### src/rtl/unidad_control.sv
// -----------------------------------------------------------------------------
// unidad_control
//   Instruction decoder and two-phase (FETCH/EXEC) control sequencer for the
//   4-bit processor. It also holds the registered carry/zero flags.
//
// Ports
//   clk        in   single clock, rising edge
//   reset      in   synchronous, active-high
//   instr      in   [3:0] opcode from the fetch register (valid in EXEC)
//   carry      in   ALU carry/borrow
//   zero       in   ALU zero flag
//   phase      out  0 = FETCH, 1 = EXEC
//   fetch_ena  out  fetch register capture enable
//   pc_inc     out  PC increment strobe
//   pc_load    out  PC load strobe (jump taken)
//   oe_oprnd   out  operand nibble drives the data bus
//   oe_ram     out  RAM drives the data bus
//   oe_in      out  input port drives the data bus
//   ena_tri_1  out  bus -> ALU B buffer enable
//   ena_tri_2  out  ALU result -> bus buffer enable
//   ena_acu    out  accumulator load
//   funcion    out  [2:0] ALU function (000 A, 001 A-B, 010 B, 011 A+B, 100 NAND)
//   cs_ram     out  RAM chip select
//   we_ram     out  RAM write enable
//   load_out   out  output port register load
//   flag_c     out  registered carry flag
//   flag_z     out  registered zero flag
// -----------------------------------------------------------------------------
module unidad_control (
   input  logic       clk,
   input  logic       reset,
   input  logic [3:0] instr,
   input  logic       carry,
   input  logic       zero,
   output logic       phase,
   output logic       fetch_ena,
   output logic       pc_inc,
   output logic       pc_load,
   output logic       oe_oprnd,
   output logic       oe_ram,
   output logic       oe_in,
   output logic       ena_tri_1,
   output logic       ena_tri_2,
   output logic       ena_acu,
   output logic [2:0] funcion,
   output logic       cs_ram,
   output logic       we_ram,
   output logic       load_out,
   output logic       flag_c,
   output logic       flag_z
);

   typedef enum logic {
      FETCH = 1'b0,
      EXEC  = 1'b1
   } phase_e;

   typedef enum logic [3:0] {
      OP_JC    = 4'b0000,
      OP_JNC   = 4'b0001,
      OP_CMPI  = 4'b0010,
      OP_CMPM  = 4'b0011,
      OP_LIT   = 4'b0100,
      OP_IN    = 4'b0101,
      OP_LD    = 4'b0110,
      OP_ST    = 4'b0111,
      OP_JZ    = 4'b1000,
      OP_JNZ   = 4'b1001,
      OP_ADDI  = 4'b1010,
      OP_ADDM  = 4'b1011,
      OP_JMP   = 4'b1100,
      OP_OUT   = 4'b1101,
      OP_NANDI = 4'b1110,
      OP_NANDM = 4'b1111
   } opcode_e;

   localparam logic [2:0] FN_A    = 3'b000;
   localparam logic [2:0] FN_SUB  = 3'b001;
   localparam logic [2:0] FN_B    = 3'b010;
   localparam logic [2:0] FN_ADD  = 3'b011;
   localparam logic [2:0] FN_NAND = 3'b100;

   phase_e phase_q, phase_d;
   logic   flag_c_q, flag_z_q;
   logic   flag_upd;   // EXEC of a flag-updating opcode

   // NOTE: sequential state uses non-blocking assignments so every register
   // samples its inputs from before the edge, independent of block ordering.
   always_ff @(posedge clk) begin
      if (reset) begin
         phase_q  <= FETCH;
         flag_c_q <= 1'b0;
         flag_z_q <= 1'b0;
      end else begin
         phase_q <= phase_d;
         if (flag_upd) begin
            flag_c_q <= carry;
            flag_z_q <= zero;
         end
      end
   end

   always_comb begin
      // NOTE: every output gets a default before the case so no path leaves a
      // signal unassigned, which would otherwise infer a latch.
      phase_d   = (phase_q == FETCH) ? EXEC : FETCH;
      flag_upd  = 1'b0;
      fetch_ena = 1'b0;
      pc_inc    = 1'b0;
      pc_load   = 1'b0;
      oe_oprnd  = 1'b0;
      oe_ram    = 1'b0;
      oe_in     = 1'b0;
      ena_tri_1 = 1'b0;
      ena_tri_2 = 1'b0;
      ena_acu   = 1'b0;
      funcion   = FN_A;
      cs_ram    = 1'b0;
      we_ram    = 1'b0;
      load_out  = 1'b0;

      // Reset silences every strobe, which also aborts an in-flight EXEC.
      if (!reset) begin
         if (phase_q == FETCH) begin
            fetch_ena = 1'b1;
            pc_inc    = 1'b1;
         end else begin
            unique case (opcode_e'(instr))
               // Conditional jumps: a taken branch loads the PC, otherwise the
               // PC skips the address byte.
               OP_JC:  begin pc_load = flag_c_q;  pc_inc = ~flag_c_q; end
               OP_JNC: begin pc_load = ~flag_c_q; pc_inc = flag_c_q;  end
               OP_JZ:  begin pc_load = flag_z_q;  pc_inc = ~flag_z_q; end
               OP_JNZ: begin pc_load = ~flag_z_q; pc_inc = flag_z_q;  end
               OP_JMP: pc_load = 1'b1;
               OP_CMPI: begin
                  oe_oprnd = 1'b1; ena_tri_1 = 1'b1; funcion = FN_SUB; flag_upd = 1'b1;
               end
               OP_CMPM: begin
                  oe_ram = 1'b1; cs_ram = 1'b1; ena_tri_1 = 1'b1; funcion = FN_SUB;
                  flag_upd = 1'b1; pc_inc = 1'b1;
               end
               OP_LIT: begin
                  oe_oprnd = 1'b1; ena_tri_1 = 1'b1; funcion = FN_B; ena_acu = 1'b1;
               end
               OP_IN: begin
                  oe_in = 1'b1; ena_tri_1 = 1'b1; funcion = FN_B; ena_acu = 1'b1;
               end
               OP_LD: begin
                  oe_ram = 1'b1; cs_ram = 1'b1; ena_tri_1 = 1'b1; funcion = FN_B;
                  ena_acu = 1'b1; pc_inc = 1'b1;
               end
               OP_ST: begin
                  funcion = FN_A; ena_tri_2 = 1'b1; cs_ram = 1'b1; we_ram = 1'b1;
                  pc_inc = 1'b1;
               end
               OP_ADDI, OP_NANDI: begin
                  oe_oprnd = 1'b1; ena_tri_1 = 1'b1; ena_acu = 1'b1; flag_upd = 1'b1;
                  funcion = (instr == OP_ADDI) ? FN_ADD : FN_NAND;
               end
               OP_ADDM, OP_NANDM: begin
                  oe_ram = 1'b1; cs_ram = 1'b1; ena_tri_1 = 1'b1; ena_acu = 1'b1;
                  flag_upd = 1'b1; pc_inc = 1'b1;
                  funcion = (instr == OP_ADDM) ? FN_ADD : FN_NAND;
               end
               OP_OUT: begin
                  funcion = FN_A; ena_tri_2 = 1'b1; load_out = 1'b1;
               end
               default: ;
            endcase
         end
      end
   end

   assign phase  = (phase_q == EXEC) & ~reset;
   assign flag_c = flag_c_q & ~reset;
   assign flag_z = flag_z_q & ~reset;

endmodule

### config.mk
export PLATFORM = sky130hd
export DESIGN_NAME = unidad_control
export DESIGN_NICKNAME = d
export VERILOG_FILES = /design/src/rtl/unidad_control.sv
export SDC_FILE = /design/constraint.sdc
export NUM_CORES = 1
export LEC_CHECK = 0
export BUFFER_PORTS_ARGS = -buffer_cell sky130_fd_sc_hd__buf_4
export CAP_MARGIN = 20
export CORE_AREA = 2 2 39 41
export DETAILED_ROUTE_END_ITERATION = 8
export DIE_AREA = 0 0 41 43
export SLEW_MARGIN = 20
export SYNTH_ARGS = -nofsm -noshare
export SYNTH_HDL_FRONTEND = slang
export SYNTH_SLANG_ARGS = --single-unit
### constraint.sdc
create_clock -name clk -period 2.2 [get_ports clk]
set_input_delay 0.22 -clock clk [delete_from_list [all_inputs] [get_ports clk]]
set_output_delay 0.22 -clock clk [all_outputs]
set_load 0.02 [all_outputs]
# Yosys cells after proc, flatten, opt, wreduce, memory -nomap -nowiden
# Cells that the tools add are included.
[totals]
regBits = 3
latchBits = 0
ramBits = 0
romBits = 0
input_bits = 8
out_inout_bits = 18
mem_count = 0
[classes]
n_addsub = 0
multipliers = 0
div = 0
n_lt_le_gt_ge = 0
n_eq_ne = 15
shifts = 0
n_mux = 43
n_bitwise = 6
reduce_logical = 12
[op_table]
columns = ["cell", "count"]
rows = [
  ["1-bit two-way mux", 36],
  ["4-bit == test, second input constant", 8],
  ["4-bit by 3-bit == test with 1-bit output, second input constant", 4],
  ["3-bit two-way mux", 4],
  ["3-bit one-hot mux with 4 select lines", 1],
  ["1-bit one-hot mux with 5 select lines", 2],
  ["9-bit OR reduction", 1],
  ["4-bit by 2-bit == test with 1-bit output, second input constant", 2],
  ["2-bit OR reduction", 4],
  ["4-bit OR reduction", 2],
  ["7-bit OR reduction", 1],
  ["6-bit OR reduction", 1],
  ["5-bit OR reduction", 1],
  ["4-bit by 1-bit == test with 1-bit output, second input constant", 1],
  ["4-bit zero test", 1],
  ["1-bit bitwise AND", 3],
  ["1-bit NOT", 3],
  ["3-bit OR reduction", 1],
]

# Depth between registers and ports, before layout
# Gate-level depths: netlist of run 1.
[logic_depth]
ltp_word = 5
mapped_depth = 5

# Worst setup path before layout of run 1
# No wires, ideal clock.
[synth_path]
path_type = "reg-to-output"
startpoint = "reg phase_q"
endpoint = "out load_out"
t_arrival_ps = 1311
setup_slack_ps = 669
path_stages_with_launch = 4
n_path_buf = 1
cell_sequence = "dfxtp_1 -> nand2b_1 -> buf_2 -> nor4_1"
[synth_via]
elab_chain_len = 2
[synth_lines]
columns = ["item", "line", "rtl"]
rows = [
  ["start: declaration", "83", "phase_e phase_q, phase_d;"],
  ["start signal: assignment", "95", "phase_q <= phase_d;"],
  ["1-bit two-way mux", "124", "if (phase_q == FETCH) begin"],
  ["1-bit two-way mux", "123", "if (!reset) begin"],
  ["end: declaration", "48", "output logic load_out,"],
]
# No other way between the ends.

# Worst setup path after layout of run 1
[layout_path]
startpoint = "reg phase_q"
endpoint = "out pc_load"
[layout_via]
elab_chain_len = 2
[layout_lines]
columns = ["item", "line", "rtl"]
rows = [
  ["1-bit two-way mux", "124", ""],
  ["1-bit two-way mux", "123", ""],
  ["end: declaration", "38", "output logic pc_load,"],
]
# No other way between the ends.

==> results of run 1 <==
-- final timing paths --
check | startpoint | endpoint | slack, ns
max | phase_q | pc_load | 0.58
min | reset | phase_q | 0.21
max reg2reg | phase_q | flag_z_q | 1.04
min reg2reg | phase_q | phase_q | 0.55
-- routing by layer --
| layer | vias to the layer above | wire length (µm) | track usage |
|---|---|---|---|
| li1 | 232 | - | - |
| met2 | 21 | 456 | 0.203 |
| met5 | - | 0 | 0 |
| met3 | 2 | 110 | 0.0366 |
| met4 | 0 | 13 | 0.0600 |
| met1 | 182 | 436 | 0.163 |
-- metrics by stage --
stage / utilization / area (µm²)
after floorplan: - / 423
after CTS: 0.438 / 606
after global routing: 0.438 / 606
after global placement: 0.419 / 579
final: 0.438 / 606
after detailed placement: 0.419 / 579
-- power groups by stage --
stage          combinational [mW]  sequential (mW)  clock (mW)
6_report                   0.0880           0.0610      0.0946
5_1_grt                    0.0964           0.0613       0.105
4_1_cts                    0.0889           0.0610       0.100
3_5_place_dp               0.0888           0.0618           0
3_3_place_gp               0.0885           0.0614           0
2_1_floorplan              0.0645           0.0610           0
-- critical path: cells and delay by family, from the launching register on --
kind	cells	cell delay [ns]
compound gates	1	0.31
flops	1	0.43
buf+inv	1	0.19
simple gates	1	0.24
-- kinds of logic (layout without fill, tap and decap cells) --
kind of cell | count (synthesis) | count (layout) | synth area share
muxes | 4 | 4 | 0.118
buffers and inverters | 9 | 32 | 0.148
xor gates and xnor gates | 4 | 4 | 0.0828
AOI/OAI and AO/OA | 6 | 6 | 0.0917
DFF | 3 | 3 | 0.142
and+or+nand+nor | 30 | 30 | 0.417
-- flip-flops by register name, indices dropped and copies added, names as in the netlist --
register / flops
flag_c_q: 1
flag_z_q: 1
phase_q: 1
-- cell type report --
| cell class | instances | area share |
|---|---|---|
| multi-input cells | 44 | 0.496 |
| repair buffers | 25 | 0.310 |
| flip-flops and latches | 3 | 0.0992 |
| inverters | 3 | 0.0186 |
| well taps | 16 | 0.0331 |
| clock buffers | 4 | 0.0434 |
-- layout by cell type (no fill, tap or decap) --
cell type	n
nor2_4	1
nor2_1	9
clkbuf_1	1
nand3b_4	1
o211ai_1	1
nor2b_4	1
nor2b_1	2
nor4_1	1
xnor2_1	4
o22ai_1	2
nand3_1	1
nand2b_1	2
nand2_1	5
or2_0	1
mux2i_1	2
or3_1	1
a21oi_1	2
dfxtp_1	3
clkbuf_4	3
a311oi_1	1
buf_4	25
inv_1	3
nand3b_1	2
mux2_4	2
nor3_1	3
==> impl_metrics.csv, run 1 <==
group,metric,value,unit
yosys,yosys_synthesis_warning_count,0,
yosys,mappedNetlistNets,64,
worst_setup_path,timing_worst_setup_path_type,"register to output pin",
worst_setup_path,required,1.98,ns
routing,postRouteWirelength,1.02,mm
clock_tree,worst_skew_pair.late_latency,0.23,ns
grt,grt.overflow.total,0,
min_path,timing.hold.worst.class,"input port to register",
sta,report.final.slew_viol_count,0,
pwr,swShare,0.318,
floorplan,ios,26,
layout,layout.cells.non_filler,95,
pwr,power.sequential.fraction,0.250,
grt,wire_length_of_the_first_global_routing_pass,1.62,mm
status,status,"complete, no violations",
yosys,yosys_cell_types,25,
clock_tree,clkSinkCount,3,
worst_setup_path,critical_path.max_fanout,9,
worst_setup_path,worst-r2r-cell-count,3,
place,placedCellCount,91,
worst_setup_path,critical_path.startpoint_type,"register",
layout,nNetsFinal,88,
layout,n_antenna_cell,0,
pwr,post-layout-total-power,244,µW
sta,top_achievable_clock_speed,617,MHz
yosys,synth_enable_flop_cells,0,
place,preCtsSetupSlack,0.793,ns
grt,grt_start_max_net_pins,12,
clock_tree,max-clock-path-buffers,2,
sta,relSlewSlack,0.790,
clock_tree,cts.repair_timing.setup_buffer_count,0,
yosys,avgSynthCellArea,7.55,µm²
clock_tree,worst_setup_hold_path_clk_slew,0.03,ns
sta,period_minus_slack,1.62,ns
place,number_of_input_and_output_port_buffers_inserted,25,
routing,viasPerCell,4.60,
clock_tree,root_buffer,"clkbuf_4",
clock_tree,cts.repair.resized,0,
routing,vias,437,
floorplan,fp.dieH,43,µm
routing,drt-wirelength-per-cell,10.7,µm
sta,finalHoldViolCount,0,
min_path,min_path_cells,2,
routing,final_antenna_net_count,0,
clock_tree,cts_inserted_buffers,3,
yosys,synth_top_cell_area_share,0.142,
yosys,ys_top_cells_by_count,"9 x nor2_1, 5 x nand2_1, 4 x xnor2_1",
pwr,comb_power_share,0.361,
worst_setup_path,worstPathArrival,1.40,ns
floorplan,std_cell_rows,14,
floorplan,initial_core_util,0.306,
sta,fin_skew,0.000599,ns
yosys,synth.ff_latch_count,3,
grt,grtUsageTotal,0.132,
grt,grt_pass1_vias,382,
sta,setup-tns-final,0,ns
pwr,p_switching,77.6,µW
yosys,ys_seq_area_frac,0.142,
floorplan,core_area,1380,µm²
routing,drc_errors,0,
routing,drt_iter0_drc,6,
grt,grt_antenna_before_repair,0,
place,globalplace.congestion,0.662,
worst_setup_path,worstSetupEndpointType,"output pin",
yosys,synthArstFlopShare,0,
routing,drtPass1Iterations,2,
layout,syn2layout_area_growth,43.2,%
layout,seqCellArea,60.1,µm²
yosys,synth_top_cell_by_area,"dfxtp_1",
layout,post_route_cells_drive_above_1_share,0.418,
worst_setup_path,worst_path_max_delay_cell,"dfxtp_1",
clock_tree,cts_tree,"yes",
yosys,mappedNetlistArea,423,µm²
floorplan,die_w,41,µm
pwr,pwr_density_cell,402,nW/µm²
worst_setup_path,timing.critical_path.cells,"nand2b_1, a311oi_1, buf_4",
sta,rsz0062_at_grt,"false",
yosys,synthesis.instances,56,
clock_tree,h-tree-depth,1,
pwr,vdd_drop_max,0.226,mV
run,max_cap_viols,0,
sta,max_slew.worst_pin.slew,0.316,ns
clock_tree,postCtsHoldBufs,0,
yosys,yosysMostFrequentCell,"nor2_1",
yosys,post_synth_main_area_contributors,"dfxtp_1 14%, xnor2_1 8.3%, nor2_1 8.0%",
place,dp_hpwl,800,µm
yosys,postSynth.topFlopCell,"dfxtp_1",
pwr,power.clock.fraction,0.388,
floorplan,dieArea,1760,µm²
sta,post-route-period-util,0.737,
layout,multiInputGateArea,300,µm²
sta,setup_viol,0,
pwr,cell_internal_pwr,166,µW
sta,setup_ws,0.578,ns
worst_setup_path,cpPeakStageDelay,0.43,ns
layout,fillCellCount,152,
pwr,total_leakage_power,0.293,nW
sta,hold-worst-slack,0.211,ns
(Power assumes the default switching activity.)
==> run 2, diff against run 1 <==
- ABC_AREA: default -> 1
- clock period: 2.2 -> 1.55 ns (I/O delays scaled with it)
==> impl_metrics.csv, run 2 <==
group,metric,value,unit
clock_tree,postCtsHoldBufs,0,
worst_setup_path,required,1.39,ns
worst_setup_path,critical_path.startpoint_type,"register",
run,max_cap_viols,0,
sta,fin_skew,0.00257,ns
yosys,yosys_cell_types,20,
yosys,yosys_synthesis_warning_count,0,
worst_setup_path,cpPeakStageDelay,0.31,ns
layout,largest_registers,"flag_c_q (1), flag_z_q (1), phase_q (1)",
clock_tree,cts_tree,"yes",
clock_tree,clkSinkCount,3,
grt,grt_start_max_net_pins,10,
layout,post_route_cells_drive_above_1_share,0.446,
routing,sum_of_met2_wire_segment_lengths_after_detailed_routing,544,µm
pwr,post-layout-total-power,356,µW
worst_setup_path,timing_worst_setup_path_type,"register to output pin",
yosys,synth_top_cell_area_share,0.151,
floorplan,die_w,41,µm
worst_setup_path,worst_path_max_delay_cell,"dfxtp_1",
min_path,timing.hold.worst.class,"input port to register",
yosys,post_synth_main_area_contributors,"nand2_1 15%, dfxtp_1 14%, nand3_1 9.5%",
floorplan,std_cell_rows,14,
routing,vias,530,
grt,grt_antenna_before_repair,0,
worst_setup_path,crit_family,"buffers and inverters",
layout,layout_commonest_cell,"buf_4",
floorplan,initial_core_util,0.306,
yosys,postSynth.topFlopCell,"dfxtp_1",
floorplan,core_area,1380,µm²
pwr,total_leakage_power,0.322,nW
clock_tree,cts.repair_timing.setup_buffer_count,0,
place,dp_hpwl,945,µm
grt,wire_length_of_the_first_global_routing_pass,1.68,mm
sta,max_slew.worst_pin.slew,0.205,ns
pwr,vdd_drop_max,0.355,mV
routing,drt_iter0_drc,2,
grt,grt.overflow.total,0,
routing,maxUsedRoutingLayer,"met3",
yosys,yosysMostFrequentCell,"nand2_1",
sta,top_achievable_clock_speed,699,MHz
pwr,pwr_density_cell,558,nW/µm²
place,number_of_input_and_output_port_buffers_inserted,25,
yosys,synthArstFlopShare,0,
worst_setup_path,timing.critical_path.cells,"inv_1, nor2_4, inv_2, o31ai_1, buf_4",
grt,grtUsageTotal,0.133,
sta,report.final.slew_viol_count,0,
clock_tree,cts.repair.resized,0,
floorplan,ios,26,
floorplan,dieArea,1760,µm²
place,globalplace.congestion,0.776,
yosys,avgSynthCellArea,5.71,µm²
floorplan,fp.dieH,43,µm
layout,n_antenna_cell,0,
routing,postRouteWirelength,1.09,mm
routing,final_antenna_net_count,0,
yosys,ys_top_cells_by_count,"17 x nand2_1, 10 x nor2_1, 8 x nand3_1",
sta,finalHoldViolCount,0,
routing,met1Wirelength,474,µm
sta,post-route-period-util,0.923,
worst_setup_path,cp.buffers_inverters,3,
layout,syn2layout_area_growth,50.9,%
layout,commonest_non_fill_non_tap_cells_in_the_layout,"25 x buf_4, 17 x nand2_1, 10 x nor2_1, 8 x nand3_1, 6 x inv_2",
routing,viasPerCell,4.53,
routing,drc_errors,0,
status,status,"complete, no violations",
clock_tree,h-tree-depth,1,
sta,rsz0062_at_grt,"false",
yosys,mappedNetlistArea,423,µm²
layout,fillCellCount,155,
yosys,synth_enable_flop_cells,0,
yosys,mappedNetlistNets,82,
worst_setup_path,worstPathArrival,1.28,ns
routing,drt-wirelength-per-cell,9.34,µm
sta,hold-worst-slack,0.127,ns
sta,setup_viol,0,
worst_setup_path,critical_path.max_fanout,6,
clock_tree,max-clock-path-buffers,2,
clock_tree,root_buffer,"clkbuf_4",
worst_setup_path,worstSetupEndpointType,"output pin",
layout,nNetsFinal,110,
yosys,synthesis.instances,74,
sta,setup-tns-final,0,ns
yosys,synth.ff_latch_count,3,
yosys,synth_top_cell_by_area,"nand2_1",
routing,drtPass1Iterations,2,
clock_tree,worst_setup_hold_path_clk_slew,0.04,ns
grt,grt_pass1_vias,435,
yosys,ys_seq_area_frac,0.142,
sta,period_minus_slack,1.43,ns
routing,met3WireLength,75,µm
sta,relSlewSlack,0.862,
clock_tree,worst_skew_pair.late_latency,0.23,ns
clock_tree,cts_inserted_buffers,3,
run 2: per-stage QoR:
step           instances  setup slack, ns  instance area (µm²)  utilization
3_3_place_gp         113            0.356                  612        0.442
4_1_cts              117            0.102                  638        0.461
6_report             117            0.119                  638        0.461
3_5_place_dp         113            0.352                  612        0.442
5_1_grt              117           0.0370                  638        0.461
2_1_floorplan         74            0.145                  423            -
run 2: area by class of cell:
| class | count | area, µm² | share of cell area |
|---|---|---|---|
| inverter | 10 | 37.5 | 0.0588 |
| clock buffer | 4 | 26.3 | 0.0412 |
| timing repair buffer | 25 | 188 | 0.294 |
| tap | 16 | 20.0 | 0.0314 |
| sequential | 3 | 60.1 | 0.0941 |
| multi-input combinational | 59 | 307 | 0.480 |
run 2: cells by family after synthesis:
| group | Yosys count | share of synthesized area |
|---|---|---|
| DFF | 3 | 0.142 |
| and+or+nand+nor | 46 | 0.530 |
| AOI/OAI and AO/OA | 13 | 0.195 |
| buffers and inverters | 12 | 0.133 |
run 2: power by group:
part           switching, mW  internal (mW)
Sequential           0.00226         0.0817
Clock                 0.0388         0.0964
Combinational         0.0851         0.0520
run 2: final timing paths:
| check | from | slack, ns | cells past startpoint | endpoint |
|---|---|---|---|---|
| min | zero | 0.13 | 3 | flag_z_q |
| max | phase_q | 0.12 | 5 | ena_acu |
| min reg2reg | phase_q | 0.43 | 1 | phase_q |
| max reg2reg | phase_q | 0.54 | 6 | flag_z_q |
run 2: layer usage:
metal / vias to the layer above / GRT usage
li1: 296 / -
met1: 219 / 0.160
met2: 15 / 0.231
met3: 0 / 0.0157
met4: 0 / 0.0400
met5: - / 0
run 2: worst reg2reg max path, cell delays in order, from the launching register on:
cell     delay [ns]
dfxtp_1        0.31
inv_1          0.06
nor2_4         0.18
nand2_4        0.08
nor2_2         0.16
nand2_1        0.07
o31ai_1        0.06
==> run 3, diff against run 2 <==
- CORE_AREA: 2 2 39 41 -> 4 4 41 43
- DIE_AREA: 0 0 41 43 -> 0 0 45 47
==> impl_metrics.csv, run 3 (synthesis gave the netlist of run 2 again) <==
group,metric,value,unit
clock_tree,cts_tree,"yes",
sta,fin_skew,0.00224,ns
sta,setup-tns-final,0,ns
worst_setup_path,launch_instance_of_the_worst_register_to_register_path,"phase_q",
floorplan,fp.dieH,47,µm
grt,grt_pass1_vias,467,
grt,grtUsageTotal,0.111,
sta,post-route-period-util,0.930,
place,globalplace.congestion,0.825,
layout,layout_commonest_cell,"buf_4",
floorplan,initial_core_util,0.325,
worst_setup_path,timing_worst_setup_path_type,"register to output pin",
layout,commonest_non_fill_non_tap_cells_in_the_layout,"25 x buf_4, 17 x nand2_1, 10 x nor2_1, 8 x nand3_1, 6 x inv_2",
routing,drt-wirelength-per-cell,10.3,µm
layout,largest_registers,"flag_c_q (1), flag_z_q (1), phase_q (1)",
pwr,pwr_density_cell,556,nW/µm²
sta,rsz0062_at_grt,"false",
layout,final_core_util,0.489,
routing,vias,546,
clock_tree,h-tree-depth,1,
worst_setup_path,required,1.39,ns
place,number_of_input_and_output_port_buffers_inserted,25,
sta,period_minus_slack,1.44,ns
status,status,"complete, no violations",
routing,drt_iter0_drc,11,
floorplan,core_area,1300,µm²
sta,relSlewSlack,0.857,
grt,grt_antenna_before_repair,0,
clock_tree,postCtsHoldBufs,0,
pwr,total_leakage_power,0.322,nW
clock_tree,cts.repair_timing.setup_buffer_count,0,
worst_setup_path,critical_path.max_fanout,6,
layout,syn2layout_area_growth,50.6,%
worst_setup_path,worstPathArrival,1.29,ns
grt,grt_start_max_net_pins,10,
routing,final_antenna_net_count,0,
layout,n_antenna_cell,0,
min_path,min-delay-start,"zero",
clock_tree,cts.repair.resized,0,
sta,report.final.slew_viol_count,0,
sta,max_slew.worst_pin.slew,0.213,ns
grt,grt.overflow.total,0,
floorplan,ios,26,
clock_tree,root_buffer,"clkbuf_4",
grt,wire_length_of_the_first_global_routing_pass,1.84,mm
sta,setup_viol,0,
clock_tree,worst_skew_pair.late_latency,0.23,ns
floorplan,std_cell_rows,13,
min_path,timing.hold.worst.class,"input port to register",
routing,viasPerCell,4.71,
clock_tree,cts_inserted_buffers,3,
clock_tree,clkSinkCount,3,
sta,finalHoldViolCount,0,
place,dp_hpwl,1.02,mm
pwr,vdd_drop_max,0.457,mV
sta,top_achievable_clock_speed,694,MHz
floorplan,die_w,45,µm
run,max_cap_viols,0,
worst_setup_path,worstSetupEndpointType,"output pin",
worst_setup_path,startpoint,"phase_q",
routing,drc_errors,0,
clock_tree,worst_setup_hold_path_clk_slew,0.04,ns
worst_setup_path,critical_path.startpoint_type,"register",
clock_tree,max-clock-path-buffers,2,
routing,drtPass1Iterations,4,
floorplan,dieArea,2120,µm²
pwr,post-layout-total-power,354,µW
layout,post_route_cells_drive_above_1_share,0.446,
layout,nNetsFinal,110,
routing,postRouteWirelength,1.19,mm
==> run 3: final timing paths <==
check                           endpoint  slack [ns]  cells after the start
worst min register to register   phase_q        0.45                      1
worst min-delay path            flag_z_q        0.12                      3
worst max-delay path             ena_acu        0.11                      5
worst max register to register  flag_c_q        0.49                      6
==> run 3: area by class of cell <==
type / count / area [µm²]
fill: 148 / 664
multi-input combinational: 59 / 307
timing repair buffer: 25 / 188
sequential: 3 / 60.1
inverter: 10 / 37.5
clock buffer: 4 / 26.3
tap: 15 / 18.8
==> run 3: metrics by stage <==
step	setup slack [ns]	instance area (µm²)	hold slack, ns	instances
global route	0.0427	637	0.131	116
detailed placement	0.346	611	0.360	112
floorplan	0.145	423	0.258	74
finish	0.108	637	0.125	116
global placement	0.397	611	0.356	112
CTS	0.103	637	0.123	116
==> run 3: per-layer routing <==
metal | track usage | wire (µm)
met1 | 0.147 | 572
met2 | 0.198 | 515
met3 | 0.0115 | 104
met4 | 0.0175 | 0
met5 | 0 | 0
==> run 3: worst max-delay path: stages (launching register included) <==
cell and delay [ns]:
dfxtp_1 0.32, inv_1 0.06, nor2_4 0.17, inv_2 0.10
o31ai_1 0.22, buf_4 0.18
==> run 3: power by group <==
part	internal, mW	total [mW]	switching (mW)
Clock	0.0962	0.132	0.0362
Combinational	0.0520	0.137	0.0852
Sequential	0.0817	0.0843	0.00251
Total	0.230	0.354	0.124
